<file path="src/rtl/mix_sequencer_pkg.sv">
// Shared types for the voice mixer: sample width, sample type and sequencer states.
package mix_sequencer_pkg;

  localparam int SAMPLE_W = 16;

  typedef logic signed [SAMPLE_W-1:0] sample_t;

  typedef enum logic [1:0] {
    IDLE,
    ACC,
    SCALE
  } state_t;

endpackage

</file>
<file path="src/rtl/mix_sequencer_clip.sv">
// Saturating clipper: folds a 17-bit signed sum back into the 16-bit sample range.
module mix_sequencer_clip
  import mix_sequencer_pkg::*;
(
  input  logic signed [SAMPLE_W:0] i_sum,
  output sample_t                  o_sat,
  output logic                     o_clip
);

  // NOTE: every output gets a value on every path through always_comb, so no latch is inferred.
  always_comb begin
    o_clip = i_sum[SAMPLE_W] ^ i_sum[SAMPLE_W-1];
    case (i_sum[SAMPLE_W -: 2])
      2'b10:   o_sat = {1'b1, {(SAMPLE_W-1){1'b0}}};
      2'b01:   o_sat = {1'b0, {(SAMPLE_W-1){1'b1}}};
      default: o_sat = i_sum[SAMPLE_W-1:0];
    endcase
  end

endmodule

</file>
<file path="src/rtl/mix_sequencer.sv">
// Time-multiplexed mixer: sums NUM_CH channels one per cycle through a shared
// saturating adder, then applies a master volume.
module mix_sequencer
  import mix_sequencer_pkg::*;
#(
  parameter int NUM_CH = 4,
  parameter int VOL_W  = 4
) (
  input  logic                       iClk,
  input  logic                       iRst,
  input  logic                       iStart,
  input  logic [SAMPLE_W*NUM_CH-1:0] iChSample,
  input  logic [VOL_W-1:0]           iVolume,
  output logic                       oBusy,
  output sample_t                    oOut,
  output logic                       oValid,
  output logic                       oClipped,
  output logic                       oOverrun
);

  localparam int IDX_W  = $clog2(NUM_CH);
  localparam int PROD_W = SAMPLE_W + VOL_W + 1;

  state_t             r_state;
  state_t             w_next_state;
  logic               w_accept;
  logic               w_last;
  logic [IDX_W-1:0]   r_idx;
  sample_t            r_acc;
  sample_t            r_ch [NUM_CH];
  logic [VOL_W-1:0]   r_vol;
  logic               r_clip;

  logic signed [SAMPLE_W:0] w_sum;
  sample_t                  w_sat;
  logic                     w_clip;
  logic signed [PROD_W-1:0] w_acc_ext;
  logic signed [PROD_W-1:0] w_vol_ext;
  logic signed [PROD_W-1:0] w_prod;
  logic signed [PROD_W-1:0] w_scaled;

  assign oBusy  = (r_state != IDLE);
  assign w_last = (r_idx == IDX_W'(NUM_CH - 1));
  assign w_sum  = {r_acc[SAMPLE_W-1], r_acc} + {r_ch[r_idx][SAMPLE_W-1], r_ch[r_idx]};

  mix_sequencer_clip u_clip (
    .i_sum  (w_sum),
    .o_sat  (w_sat),
    .o_clip (w_clip)
  );

  // Volume is unsigned: zero-extend it so the signed multiply treats it as positive.
  assign w_acc_ext = {{(VOL_W+1){r_acc[SAMPLE_W-1]}}, r_acc};
  assign w_vol_ext = {{(SAMPLE_W+1){1'b0}}, r_vol};
  assign w_prod    = w_acc_ext * w_vol_ext;
  assign w_scaled  = w_prod >>> VOL_W;

  // NOTE: sequential state uses non-blocking assignments so all flops update together at the edge.
  always_ff @(posedge iClk or posedge iRst) begin
    if (iRst) r_state <= IDLE;
    else      r_state <= w_next_state;
  end

  always_comb begin
    w_next_state = r_state;
    w_accept     = 1'b0;
    case (r_state)
      IDLE: begin
        if (iStart) begin
          w_next_state = ACC;
          w_accept     = 1'b1;
        end
      end
      ACC:     if (w_last) w_next_state = SCALE;
      SCALE:   w_next_state = IDLE;
      default: w_next_state = IDLE;
    endcase
  end

  // NOTE: the shadow sample array is reset along with the rest so no flop powers up unknown.
  always_ff @(posedge iClk or posedge iRst) begin
    if (iRst) begin
      r_idx    <= '0;
      r_acc    <= '0;
      r_vol    <= '0;
      r_clip   <= 1'b0;
      oOut     <= '0;
      oValid   <= 1'b0;
      oClipped <= 1'b0;
      oOverrun <= 1'b0;
      for (int k = 0; k < NUM_CH; k++) r_ch[k] <= '0;
    end else begin
      oValid   <= 1'b0;
      oOverrun <= iStart && oBusy;
      if (w_accept) begin
        for (int k = 0; k < NUM_CH; k++) r_ch[k] <= iChSample[SAMPLE_W*k +: SAMPLE_W];
        r_vol  <= iVolume;
        r_acc  <= '0;
        r_clip <= 1'b0;
        r_idx  <= '0;
      end
      if (r_state == ACC) begin
        r_acc  <= w_sat;
        r_clip <= r_clip | w_clip;
        r_idx  <= r_idx + IDX_W'(1);
      end
      if (r_state == SCALE) begin
        oOut     <= w_scaled[SAMPLE_W-1:0];
        oClipped <= r_clip;
        oValid   <= 1'b1;
      end
    end
  end

endmodule

</file>
<file path="config.mk">
export PLATFORM = sky130hd
export DESIGN_NAME = mix_sequencer
export DESIGN_NICKNAME = d
export VERILOG_FILES = /design/src/rtl/mix_sequencer_pkg.sv /design/src/rtl/mix_sequencer_clip.sv /design/src/rtl/mix_sequencer.sv
export SDC_FILE = /design/constraint.sdc
export NUM_CORES = 1
export LEC_CHECK = 0
export ABC_AREA = 1
export BUFFER_PORTS_ARGS = -buffer_cell sky130_fd_sc_hd__buf_2
export CAP_MARGIN = 40
export CELL_PAD_IN_SITES_DETAIL_PLACEMENT = 0
export CELL_PAD_IN_SITES_GLOBAL_PLACEMENT = 1
export CORE_MARGIN = 1
export CORE_UTILIZATION = 40
export CTS_BUF_LIST = sky130_fd_sc_hd__clkbuf_8
export DETAILED_ROUTE_END_ITERATION = 10
export PLACE_DENSITY_LB_ADDON = 0.15
export SYNTH_ARGS = -nofsm -noshare
export SYNTH_HDL_FRONTEND = slang
export SYNTH_SLANG_ARGS = --single-unit
</file>
<file path="constraint.sdc">
create_clock -name iClk -period 3.6 [get_ports iClk]
set_input_delay 0.36 -clock iClk [delete_from_list [all_inputs] [get_ports iClk]]
set_output_delay 0.36 -clock iClk [all_outputs]
set_load 0.005 [all_outputs]
</file>
Word level (Yosys, flattened, before mapping). Cells that the tools add are included.

Order comparisons: 1. Equal/unequal tests: 7. Reduce and logical (&&, ||, !) cells: 5. Add/subtract/negate cells: 2. Bitwise operators: 3. Mux-type cells: 16. Multiply operators: 1.

Operator list (number): 16-bit 2-to-1 mux (4); 16-bit binary-select mux with 2-bit select (1); 16-bit case mux with 2 select lines (1); 16-bit by 5-bit multiplier with 20-bit output (1); 16-bit by 16-bit adder with 17-bit output (1); 2-bit 2-to-1 mux (4); 2-bit == test (second input constant) (3); 1-bit 2-to-1 mux (5); 2-bit by 1-bit == test with 1-bit output (second input constant) (2); 2-bit inequality test (second input constant) (2); 2-bit case mux with 2 select lines (1); 2-bit nonzero test (2); 3-bit greater-or-equal comparator (second input constant) (1); 2-bit inverter with 3-bit output (1); 2-bit by 1-bit adder with 2-bit output (second input constant) (1); 2-bit zero test (1); 2-bit AND reduction (1); 1-bit logical AND (1); 1-bit OR (1); 1-bit bitwise XOR (1).

Logic and storage cells: 48. Output and inout bits: 20. Register bits: 108. Bits of input ports: 71.

Depth between registers and ports, before layout.
Depth in word-level cells: 8. Gate-level depth with buffers: 23. Gate-level depth less buffers: 21.

Modules after synthesis. A second synthesis with hierarchy kept.

Cells, all modules: 1055. Area total of the unflattened synthesis: 7845.0 um^2.

Modules (own cells, without submodules): mix_sequencer (times used 1, cells an instance 1013, area an instance 7629.8 um^2, sequential area each 2702.6 um^2); mix_sequencer_clip (times used 1, cells an instance 42, area an instance 215.2 um^2, sequential area each 0.0 um^2).

Least setup slack after synthesis. No wires, ideal clock.

Path type: register to register. From: register r_vol[2]. To: register oOut[14]. Arrival time: 3.447 ns. Required time: 3.483 ns. Setup slack: 0.036 ns. Stages on the path, launching flop included: 19. Buffers on the path: 2. Period minus slack after synthesis: 3.564 ns. Library setup time: 0.117 ns. Cells stage by stage: dfrtp_1 > clkbuf_1 > clkbuf_1 > nand2_1 > inv_1 > ha_1 > fa_1 > inv_1 > fa_1 > inv_1 > ha_1 > nand2_1 > inv_1 > a21oi_1 > nor2_1 > nor3_1 > nand3_1 > nand3_1 > nand2_1.

Cells in the longest elaborated chain, start to end: 1.

Ends and longest elaborated chain: from (decl) (line mix_sequencer.sv:31) `logic [VOL_W-1:0] r_vol;`; from (signal assigned) (line mix_sequencer.sv:97) `r_vol <= iVolume;`; 16-bit by 5-bit multiplier with 20-bit output (line mix_sequencer.sv:55) `assign w_prod = w_acc_ext * w_vol_ext;`; to (signal assigned) (line mix_sequencer.sv:108) `oOut <= w_scaled[SAMPLE_W-1:0];`; to (decl) (line mix_sequencer.sv:15) `output sample_t oOut,`.

Every way passes these cells. A chain may end at the register's enable or synchronous reset.

Final worst setup path.
From: register r_vol[2]. To: register oOut[7].

Same word-level chain as after synthesis.

==> results.ini <==
[timing]
hold_viol=0
tightest_slew_ns=0.737
setup_violations=0
final-max-slew-violation-count=0
fmax_ghz=0.287
slew-limit-headroom=0.508
min_period_ns=3.49
finalCritPeriodShare=0.968
fin_worst_skew_ns=0.0220

[placement]
hpwl_mm=16.1
io_buffers=90
place_area_sq_um=8940
gp_congestion=0.892

[grt]
grt_max_degree=70
grt_pass1_vias=6623
track_usage=0.213
grt_pass1_wl_mm=33.5
grt_antenna_before_repair=0
grt_overflow=0

[logic_synthesis]
synthesis.area_sq_um=7900
seq_area_frac_synth=0.342
synthArstFlopShare=1.00
synth_ff_type=dfrtp_1
synth_seq_cells=108
syn-num-nets=1258
synth_cell_types=37
syn_inst=1101
synth_edf_count=0
yosysWarnings=0
avgSynthCellArea_sq_um=7.18

[floorplanning]
pin_count=91
die-area_sq_um=20300
core_sq_um=19400
row_count=51
start_util=0.407
fp.dieW_microns=143
die_h_microns=143

[clocking]
clk_latency_ns=0.39
root_buffer=clkbuf_8
clock_path_buffers=2
cts-buffers-inserted=9
clk_pin_slew_ns=0.13
clock-sinks=108
cts_max_level=3
cts_tree=done

[setup_path]
end_kind=flip-flop
r2r-end=oOut[7]
crit_fanout=5
crit_type=reg -> reg
r2r-start=r_vol[2]
rrSetupSlack_ns=0.11
arrival_ns=3.74
reg2reg_depth=16
critPathLaunchType=flip-flop
required_ns=3.85

[outcome]
status=finished, final reports clean

[drt]
wl_per_cell_microns=13.7
vias=7067
post-route-drc-count=0
vias_per_cell=4.74
drt-total-wl_mm=20.4
postRouteAntennaNets=0
drt_iter0_drc=386
firstDrtPassIters=5

[worst_hold_path]
hp-class=in -> reg
hold_depth=3
holdCritStartpoint=iChSample[10]
hold_path_end=r_ch[58]

[layout]
mostFrequentLayoutCells=nand2_1, inv_1, dfrtp_1
design_area_sq_um=9540
nets=1378
layout_commonest_cell=nand2_1
area_growth_pct=20.7
num_antenna_cells=0
drive_above_1_share=0.197

[run]
drv_cap=0

cell type report:
type | count | area [sq um]
repair buffers | 146 | 935
clock buffers | 9 | 124
fillers | 2041 | 9860
multi-input cells | 776 | 4670
inverters | 180 | 682
clock inverters | 7 | 91.3
flip-flops and latches | 108 | 2710
well taps | 265 | 332
routing by layer:
metal | wire length (microns) | GRT usage | up-vias | part of all wire
li1 | - | - | 3615 | -
met1 | 10700 | 0.313 | 3325 | 0.53
met2 | 8960 | 0.336 | 120 | 0.44
met3 | 604 | 0.0293 | 7 | 0.030
met4 | 128 | 0.0334 | 0 | 0.0063
met5 | 0 | 0 | - | 0
cell usage after synthesis (2+ instances only):
| library cell | count | area (sq um) |
|---|---|---|
| o21ai_2 | 2 | 17.5 |
| clkbuf_1 | 24 | 90.1 |
| nand2_1 | 413 | 1550 |
| o21ai_1 | 4 | 20.0 |
| nand3b_1 | 2 | 15.0 |
| o22ai_1 | 16 | 100 |
| a21oi_1 | 33 | 165 |
| nor2_4 | 2 | 22.5 |
| buf_4 | 3 | 22.5 |
| nand3_2 | 3 | 30.0 |
| a31oi_1 | 3 | 18.8 |
| nand3_1 | 32 | 160 |
| dfrtp_1 | 108 | 2700 |
| fa_1 | 32 | 641 |
| a32o_1 | 2 | 20.0 |
| nor2_1 | 68 | 255 |
| nor3_1 | 7 | 35.0 |
| xor2_1 | 6 | 52.6 |
| buf_2 | 9 | 45.0 |
| nand2_4 | 2 | 22.5 |
| o21bai_1 | 5 | 37.5 |
| ha_1 | 54 | 676 |
| xnor2_1 | 8 | 70.1 |
| o21ai_0 | 64 | 320 |
| inv_2 | 2 | 7.51 |
| inv_1 | 178 | 668 |
| o21a_1 | 2 | 15.0 |
| nand2_2 | 8 | 50.1 |
how the worst max path moves through the flow:
stage,cells past startpoint,from,end,slack [ns]
final,16,r_vol[2],oOut[7],0.11
after global routing,20,r_vol[2],oOut[15],-0.06
after CTS,17,r_acc[4],oOut[15],0.04
after detailed placement,17,r_vol[2],oOut[15],-0.0007
after global placement,17,r_vol[2],oOut[15],0.03
after floorplan,18,r_vol[2],oOut[14],0.04
metrics by stage:
step                      utilization  std cells  worst slack [ns]  setup TNS [ns]  hold slack, ns
after floorplan                     -       1101            0.0359               0           0.437
after global placement          0.460       1467            0.0278               0           0.449
after detailed placement        0.461       1468         -0.000741       -0.000741           0.236
after CTS                       0.473       1485            0.0356               0           0.131
after global routing            0.492       1491           -0.0563          -0.178           0.135
final                           0.492       1491             0.114               0           0.151
logic make-up (layout without fill, tap and decap cells):
group / count (synthesis) / count (layout) / share of synthesized area
flip-flops: 108 / 108 / 0.342
AO/OA/AOI/OAI: 136 / 136 / 0.0959
AND/OR/NAND/NOR: 540 / 540 / 0.273
buffers and inverters: 217 / 342 / 0.107
XOR/XNOR: 14 / 14 / 0.0155
adder cells (fa/ha/maj): 86 / 86 / 0.167
worst max-delay path, stage by stage, from the launching register on:
cell and delay [ns]:
dfrtp_2 0.44, buf_4 0.16, nand2_1 0.05, inv_1 0.04, ha_1 0.30, fa_1 0.54, inv_1 0.06, fa_1 0.52
inv_1 0.04, ha_1 0.33, inv_1 0.11, o21bai_2 0.10, nor2_2 0.18, nand3_4 0.12, buf_4 0.16, xnor2_1 0.13
o21ai_1 0.07
sequential cells by signal, indices dropped and copies added, names as in the netlist:
signal / count
oClipped: 1
oOut: 16
r_vol: 4
r_idx: 2
r_ch: 64
oValid: 1
r_clip: 1
r_acc: 16
oOverrun: 1
r_state: 2
timing repair:
action,in CTS,in global routing
endpoints found under the hold margin,2,0
gates resized for setup,1,75
setup endpoints to repair,1,28
hold buffers,1,0
pin swaps,0,14
buffers inserted,0,6
Power is not shown: default switching activity piles up to over one toggle a cycle in this logic, so the estimate is an artifact.
